$ cat config.mk
export PLATFORM = sky130hd
export DESIGN_NAME = mac_array_engine
export DESIGN_NICKNAME = d
export VERILOG_FILES = /design/src/rtl/mac_array_engine.sv
export SDC_FILE = /design/constraint.sdc
export NUM_CORES = 2
export LEC_CHECK = 0
export CAP_MARGIN = 40
export CORE_MARGIN = 3
export CORE_UTILIZATION = 65
export DETAILED_ROUTE_END_ITERATION = 8
export PLACE_DENSITY_LB_ADDON = 0.12
export SLEW_MARGIN = 15
export SYNTH_ARGS = -nofsm -noshare
export SYNTH_HDL_FRONTEND = slang
export SYNTH_SLANG_ARGS = --single-unit
$ cat constraint.sdc
create_clock -name clk -period 18.6 [get_ports clk]
set_input_delay 2.79 -clock clk [delete_from_list [all_inputs] [get_ports clk]]
set_output_delay 2.79 -clock clk [all_outputs]
set_load 0.01 [all_outputs]
$ cat src/rtl/mac_array_engine.sv
// Precision-scalable MAC engine: CHANNELS 8-bit lanes split into 1/2/4 sub-word products,
// one registered operand stage feeding CHANNELS*4 wrap-around sub-lane accumulators.
module mac_array_engine #(
  parameter int CHANNELS = 4,
  parameter int ACC_W    = 24,
  parameter int CNT_W    = 8
) (
  input  logic                        clk,
  input  logic                        nrst,
  input  logic                        start,
  input  logic [CNT_W-1:0]            batch_len,
  input  logic [1:0]                  mode,
  input  logic                        sx,
  input  logic                        sy,
  input  logic                        clr,
  input  logic                        in_valid,
  output logic                        in_ready,
  input  logic [CHANNELS*8-1:0]       act,
  input  logic [CHANNELS*8-1:0]       wgt,
  output logic                        out_valid,
  input  logic                        out_ready,
  output logic [CHANNELS*4*ACC_W-1:0] out_data,
  output logic                        busy
);
  localparam int LANES = CHANNELS * 4;

  typedef enum logic [1:0] {IDLE, BUSY, DRAIN, DONE} state_t;

  state_t                state_q;
  logic [CNT_W-1:0]      cnt_q;
  logic [CNT_W-1:0]      cnt_d;
  logic [CNT_W-1:0]      len_q;
  logic [1:0]            mode_q;
  logic                  sx_q;
  logic                  sy_q;
  logic                  s1_tag_q;
  logic [CHANNELS*8-1:0] s1_act_q;
  logic [CHANNELS*8-1:0] s1_wgt_q;
  logic                  in_ready_q;
  logic                  out_valid_q;
  logic                  busy_q;
  logic                  acc_clr;
  logic                  acc_en;

  assign cnt_d     = cnt_q + CNT_W'(1);
  assign acc_clr   = (state_q == IDLE) && start && !clr;
  assign acc_en    = s1_tag_q && !clr;
  assign in_ready  = in_ready_q;
  assign out_valid = out_valid_q;
  assign busy      = busy_q;

  always_ff @(posedge clk or negedge nrst) begin
    if (!nrst) begin
      state_q     <= IDLE;
      cnt_q       <= '0;
      len_q       <= '0;
      mode_q      <= '0;
      sx_q        <= 1'b0;
      sy_q        <= 1'b0;
      s1_tag_q    <= 1'b0;
      s1_act_q    <= '0;
      s1_wgt_q    <= '0;
      in_ready_q  <= 1'b0;
      out_valid_q <= 1'b0;
      busy_q      <= 1'b0;
    end else if (clr) begin
      state_q     <= IDLE;
      s1_tag_q    <= 1'b0;
      in_ready_q  <= 1'b0;
      out_valid_q <= 1'b0;
      busy_q      <= 1'b0;
    end else begin
      // Stage-1 returns to zero unless a beat transfers this cycle.
      s1_tag_q <= 1'b0;
      s1_act_q <= '0;
      s1_wgt_q <= '0;
      case (state_q)
        IDLE: begin
          if (start) begin
            cnt_q  <= '0;
            len_q  <= batch_len;
            mode_q <= mode;
            sx_q   <= sx;
            sy_q   <= sy;
            busy_q <= 1'b1;
            if (batch_len != '0) begin
              state_q    <= BUSY;
              in_ready_q <= 1'b1;
            end else begin
              state_q     <= DONE;
              out_valid_q <= 1'b1;
            end
          end
        end
        BUSY: begin
          if (in_valid) begin
            s1_tag_q <= 1'b1;
            s1_act_q <= act;
            s1_wgt_q <= wgt;
            cnt_q    <= cnt_d;
            if (cnt_d == len_q) begin
              state_q    <= DRAIN;
              in_ready_q <= 1'b0;
            end
          end
        end
        DRAIN: begin
          state_q     <= DONE;
          out_valid_q <= 1'b1;
        end
        DONE: begin
          if (out_ready) begin
            state_q     <= IDLE;
            out_valid_q <= 1'b0;
            busy_q      <= 1'b0;
          end
        end
        default: state_q <= IDLE;
      endcase
    end
  end

  // Lane gi is sub-lane gi%4 of channel gi/4; each field is widened to its product width
  // with one extension bit, so the truncated product is the exact signed result.
  for (genvar gi = 0; gi < LANES; gi++) begin : g_lane
    localparam int C = gi / 4;
    localparam int K = gi % 4;

    logic [5:0]        a2;
    logic [5:0]        w2;
    logic signed [5:0] p2;
    logic signed [9:0] p4;
    logic signed [17:0] p8;
    logic [ACC_W-1:0]  lane_prod;
    logic [ACC_W-1:0]  acc_q;

    assign a2 = {{4{sx_q & s1_act_q[8*C+2*K+1]}}, s1_act_q[8*C+2*K +: 2]};
    assign w2 = {{4{sy_q & s1_wgt_q[8*C+2*K+1]}}, s1_wgt_q[8*C+2*K +: 2]};
    assign p2 = a2 * w2;

    if (K < 2) begin : g_nib
      logic [9:0] a4;
      logic [9:0] w4;
      assign a4 = {{6{sx_q & s1_act_q[8*C+4*K+3]}}, s1_act_q[8*C+4*K +: 4]};
      assign w4 = {{6{sy_q & s1_wgt_q[8*C+4*K+3]}}, s1_wgt_q[8*C+4*K +: 4]};
      assign p4 = a4 * w4;
    end else begin : g_no_nib
      assign p4 = '0;
    end

    if (K == 0) begin : g_byte
      logic [17:0] a8;
      logic [17:0] w8;
      assign a8 = {{10{sx_q & s1_act_q[8*C+7]}}, s1_act_q[8*C +: 8]};
      assign w8 = {{10{sy_q & s1_wgt_q[8*C+7]}}, s1_wgt_q[8*C +: 8]};
      assign p8 = a8 * w8;
    end else begin : g_no_byte
      assign p8 = '0;
    end

    always_comb begin
      lane_prod = '0;
      case (mode_q)
        2'b00:   lane_prod = ACC_W'(p2);
        2'b01:   lane_prod = ACC_W'(p4);
        default: lane_prod = ACC_W'(p8);
      endcase
    end

    always_ff @(posedge clk or negedge nrst) begin
      if (!nrst) begin
        acc_q <= '0;
      end else if (acc_clr) begin
        acc_q <= '0;
      end else if (acc_en) begin
        acc_q <= acc_q + lane_prod;
      end
    end

    assign out_data[gi*ACC_W +: ACC_W] = acc_q;
  end

endmodule

; Word level (Yosys, flattened, before mapping)
; Index checks and enable logic that the tools add are counted.
[op_classes]
n_eq_ne = 13
n_bitwise = 33
mul = 28
muxes = 79
n_reduce_logical = 18
addsub = 17
[ops]
columns = operator, count
row1 = 24-bit two-way mux, 40
row2 = 24-bit adder, 16
row3 = 24-bit case mux with 2 select lines, 8
row4 = 32-bit two-way mux, 4
row5 = 3-bit by 3-bit multiplier with 6-bit output, 16
row6 = 5-bit by 5-bit multiplier with 10-bit output, 8
row7 = 9-bit by 9-bit multiplier with 18-bit output, 4
row8 = 1-bit bitwise AND, 32
row9 = 8-bit two-way mux, 2
row10 = 8-bit case mux with 2 select lines, 1
row11 = "3-bit inequality test, second input constant", 5
row12 = 1-bit two-way mux, 14
row13 = 2-bit two-way mux, 6
row14 = 4-bit AND reduction, 3
row15 = "8-bit by 1-bit adder with 8-bit output, second input constant", 1
row16 = 8-bit equality test, 1
row17 = 2-bit case mux with 4 select lines, 1
row18 = 8-bit nonzero test, 1
row19 = 3-bit AND reduction, 2
row20 = 3-bit nonzero test, 2
row21 = 5-bit AND reduction, 1
row22 = "2-bit by 1-bit equality test with 1-bit output, second input constant", 2
row23 = "2-bit equality test, second input constant", 2
row24 = 2-bit logical NOT, 2
row25 = other kinds (9), 14
[totals]
elab_cells = 216
in_bits = 82
reg_bits = 474
out_inout_bits = 387

; Longest topological paths before layout
[logic_depth]
word_depth = 6
depth_mapped = 34
mapped_depth_nobuf = 33

; Worst setup path before layout
; No wires, ideal clock.
[synth_timing]
kind = flip-flop to flip-flop
start = register sy_q
end = register g_lane[4].acc_q[23]
setup_time_ns = 0.078
required_time_ns = 18.522
path_slack_ns = 11.175
arrival_time_ns = 7.347
path_stages_with_launch = 32
synth_period_minus_slack_ns = 7.425
path_buffers = 2
cell_sequence = dfrtp_1 > clkbuf_1 > clkbuf_1 > nand2_1 > or2_2 > fa_1 > fa_1 > inv_1 > fa_1 > fa_1 > inv_1 > fa_1 > inv_1 > ha_1 > inv_1 > o21ai_0 > and2_1 > o21ai_0 > nand2b_1 > xnor2_1 > a21oi_1 > ha_1 > a21o_1 > a2111oi_0 > o41ai_1 > a221oi_1 > nor2_1 > a21oi_1 > a21oi_1 > xnor2_1 > or3_1 > a21oi_1
[synth_between]
elab_chain_cells = 6
elab_cells_between_ends = 10
classes_between = add/sub: 1 / mul: 3 / mux: 3 / bitwise: 3
[synth_rtl]
columns = element, line_no
row1 = start: declaration, 35  ; logic sy_q;
row2 = start signal: assignment, 84  ; sy_q <= sy;
row3 = 1-bit bitwise AND (on tied branches), "155, 138, 145"
row4 = 9-bit by 9-bit multiplier with 18-bit output (tied with other cells), 156  ; assign p8 = a8 * w8;
row5 = 24-bit case mux with 2 select lines (*), 163  ; case (mode_q)
row6 = 24-bit adder (*), 176  ; acc_q <= acc_q + lane_prod;
row7 = 24-bit two-way mux (*), 175  ; end else if (acc_en) begin
row8 = 24-bit two-way mux (*), 173  ; end else if (acc_clr) begin
row9 = end signal: assignment, 176
row10 = end: declaration, 135  ; logic [ACC_W-1:0] acc_q;
; Mark *: on every way between the ends. The rest lies on a longest branch, timed or not. The select of a mux whose other input is x is not followed.
; A chain may end at the register's enable or synchronous reset.

; Final worst setup path
[layout_timing]
start = register sx_q
end = register g_lane[4].acc_q[23]
[layout_between]
elab_chain_cells = 6
elab_cells_between_ends = 10
classes_between = add/sub: 1 / mul: 3 / mux: 3 / bitwise: 3
[layout_rtl]
columns = element, line_no
row1 = start: declaration, 34  ; logic sx_q;
row2 = start signal: assignment, 58  ; sx_q <= 1'b0;
row3 = start signal: assignment, 83  ; sx_q <= sx;
row4 = 1-bit bitwise AND (on tied branches), "154, 137, 144"
row5 = 9-bit by 9-bit multiplier with 18-bit output (tied with other cells), 156
row6 = 24-bit case mux with 2 select lines (*), 163
row7 = 24-bit adder (*), 176
row8 = 24-bit two-way mux (*), 175
row9 = 24-bit two-way mux (*), 173
; Marked as above.

==> flow_metrics.tcl <==
set metrics [dict create \
    cap_violations 0 \
    synth_top_area_frac 0.210 \
    synth_warnings 0 \
    ir_worst_vdd_mv 0.0760 \
    core_area_sq_um 85700 \
    die-height_um 301 \
    internal_power_mw 2.61 \
    avgSynthCellArea_sq_um 8.53 \
    place.gp.congestion 0.973 \
    synth_compound_area_frac 0.173 \
    vias 48454 \
    skew_ns 0.0295 \
    fin_tns_setup_ns 0 \
    cts_tree "done" \
    grt_pass1_vias 48340 \
    finish.utilization 0.750 \
    grt_overflow 0 \
    setup_violations 0 \
    synth_top_family_by_area "adder cells" \
    period_share 0.455 \
    cts.sinks 474 \
    drive_gt1_frac 0.0290 \
    status "finished clean" \
    antenna_found_initial 2 \
    hp-class "flop to flop" \
    ys.flop_type "dfrtp_1" \
    start_util 0.661 \
    syn_area_sq_um 56600 \
    first_iter_violations 3560 \
    cts_made_buffers 58 \
    grt_pass1_wl_um 260000 \
    post_cts.repair.setup_buffers 0 \
    comb_power_share 0.447 \
    yosys-top-cells-area "dfrtp_1 21%, fa_1 17%, ha_1 15%" \
    worstRegToRegCells 30 \
    worstReg2RegEnd "g_lane[4].acc_q[23]" \
    dr.pass1.iters 6 \
    p_per_area_nw_per_um2 70.8 \
    grt_max_degree 179 \
    synth-async-reset-ratio 1.00 \
    synth_fa_ha_area_frac 0.321 \
    path_clk_slew_ns 0.06 \
    period_minus_slack_ns 8.47 \
    syn_inst 6635 \
    rows 107 \
    power.switching_mw 1.94 \
    rsz0062_at_grt "false" \
    yosys-top-cells-count "879 x nand2_1, 808 x inv_1, 701 x ha_1" \
    synth_top_area_cell "dfrtp_1" \
    r2r-start "sx_q" \
    dp_slack_ns 10.34 \
    synth_edf_count 0 \
    cts-root-buf "clkbuf_16" \
    cp-start-kind "flop" \
    nets 8213 \
    synthToLayoutAreaGrowth_pct 13.5 \
    wl_um 162000 \
    hpwl_um 123000 \
    grt.total_usage 0.359 \
    holdBufCountCts 0 \
    worst_slack_ns 10.13 \
    worstHoldEndpoint "len_q[6]" \
    drtAntennaViolNets 0 \
    drc_errors 0 \
    cp_common_cell "fa_1" \
    arrival_ns 9.05 \
    synthSimpleGateAreaFrac 0.148 \
    synthXorXnorAreaFrac 0.0732 \
    synth.distinct_cells 78 \
    min-delay-start "len_q[6]" \
    cts_buffer_depth 3 \
    place_area_sq_um 62300 \
    slew_violations 0 \
    seq_area_frac_synth 0.210 \
    vias_per_cell 5.95 \
    switching_share 0.426 \
    sequentialPowerShare 0.305 \
    fin_area_sq_um 64200 \
    fmax_ghz 0.118 \
    crit_required_ns 19.18 \
    wire_per_inst_um 19.9 \
    ff2ff_setup_slack_ns 10.13 \
    hold_depth 2 \
    nFillCells 6388 \
    power_frac_clock 0.248 \
    yosysMostFrequentCell "nand2_1" \
    io_buffers 468 \
    timing.final.hold_violations 0 \
    criticalPathCategory "flop to flop" \
    tightest_slew_ns 1.03 \
    chipWidth_um 301 \
    insertion_delay_ns 0.66 \
    holdWs_ns 0.502 \
    seq_area_sq_um 11900 \
    htree_levels 2 \
    multi_input_area_sq_um 40800 \
    yosys_register_bits 474 \
    synth_fp_nets 7886 \
    cpPeakStageDelay_ns 0.62 \
    critical-path-slowest-cell "dfrtp_1" \
    io_pins 469 \
    path_max_fanout 33 \
    end_kind "flop" \
    dieArea_sq_um 90600 \
    slew_headroom 0.314 \
    cts_resized 0 \
    p_leak_nw 33.5 \
    synthMuxAreaShare 0.00559 \
]
-- placed cells by master (no fill, tap or decap), types with 30 or more instances in the layout --
cell | Yosys | routed
o21ai_0 | 292 | 289
clkdlybuf4s50_1 | 0 | 466
o21a_1 | 39 | 39
nand2_1 | 879 | 878
nor2_1 | 335 | 330
nor3_1 | 82 | 82
clkbuf_16 | 0 | 58
and2_1 | 186 | 186
fa_1 | 468 | 468
or2_2 | 35 | 35
or3_1 | 51 | 51
a22o_1 | 76 | 76
a21o_1 | 193 | 193
ha_1 | 701 | 701
nand3_1 | 71 | 71
buf_4 | 0 | 34
nor2b_1 | 31 | 30
a31oi_1 | 39 | 39
xnor2_1 | 332 | 332
nand2b_1 | 42 | 41
dfrtp_1 | 474 | 472
xor2_1 | 141 | 141
inv_1 | 808 | 808
and3_1 | 51 | 51
o21bai_1 | 69 | 69
a211oi_1 | 39 | 39
a21oi_1 | 658 | 658
-- power by group through the flow --
stage               sequential, mW  clock (mW)  combinational (mW)
global route                  1.40        1.18                2.23
global placement              1.39           0                1.93
detailed placement            1.39           0                1.99
floorplan                     1.31           0                1.33
CTS                           1.38        1.14                2.00
finish                        1.39        1.13                2.03
-- worst max path at each step --
stage          start              endpoint  slack (ns)  cells after the start
3_5_place_dp    sx_q   g_lane[4].acc_q[23]       10.34                     30
6_report        sx_q   g_lane[4].acc_q[23]       10.13                     30
3_3_place_gp    sx_q  g_lane[12].acc_q[23]       10.21                     28
4_1_cts         sx_q   g_lane[4].acc_q[23]       10.29                     30
5_1_grt         sx_q   g_lane[4].acc_q[23]        9.43                     31
2_1_floorplan   sy_q   g_lane[4].acc_q[23]       11.17                     31
-- registers in the layout, summed over array words and instances (netlist names), 2 cells and up --
signal / flops
len_q: 8
cnt_q: 8
state_q: 2
s1_wgt_q: 32
mode_q: 2
g_lane.acc_q: 384
s1_act_q: 32
-- metrics by stage --
step	total power, mW	cells
floorplan	2.64	6635
global placement	3.32	8031
detailed placement	3.38	8041
CTS	4.52	8140
global route	4.82	8146
finish	4.54	8146
-- kinds of logic (layout without fill, tap and decap cells) --
family,Yosys count,after routing
xor gates and xnor gates,473,473
muxes,31,31
other,0,1
AOI/OAI and AO/OA,1587,1587
buffers and inverters,1060,1426
adders and majority gates,1169,1169
and+or+nand+nor,1841,1841
DFF,474,474
-- metal layers --
metal | up-vias | share of wire | global-route usage
met2 | 1648 | 0.44 | 0.559
li1 | 22884 | - | -
met1 | 23595 | 0.42 | 0.488
met3 | 325 | 0.094 | 0.0895
met4 | 2 | 0.041 | 0.128
met5 | - | 0.000074 | 0
-- final cells by class --
type / instances / share of cell area
diodes: 1 / 0.0000390
multi-input cells: 5101 / 0.636
flip-flops and latches: 474 / 0.185
clock inverters: 11 / 0.00207
repair buffers: 518 / 0.0816
inverters: 809 / 0.0473
clock buffers: 88 / 0.0264
well taps: 1144 / 0.0223
-- worst max-delay path, delay by kind of cell, from the launching register on --
| kind | cells | cell delay, ns |
|---|---|---|
| adders and majority gates | 7 | 3.20 |
| AOI/OAI and AO/OA | 10 | 2.28 |
| and+or+nand+nor | 6 | 1.24 |
| buffers and inverters | 5 | 0.71 |
| DFF | 1 | 0.62 |
| xor gates and xnor gates | 2 | 0.28 |
Power figures use the tool's default switching activity.
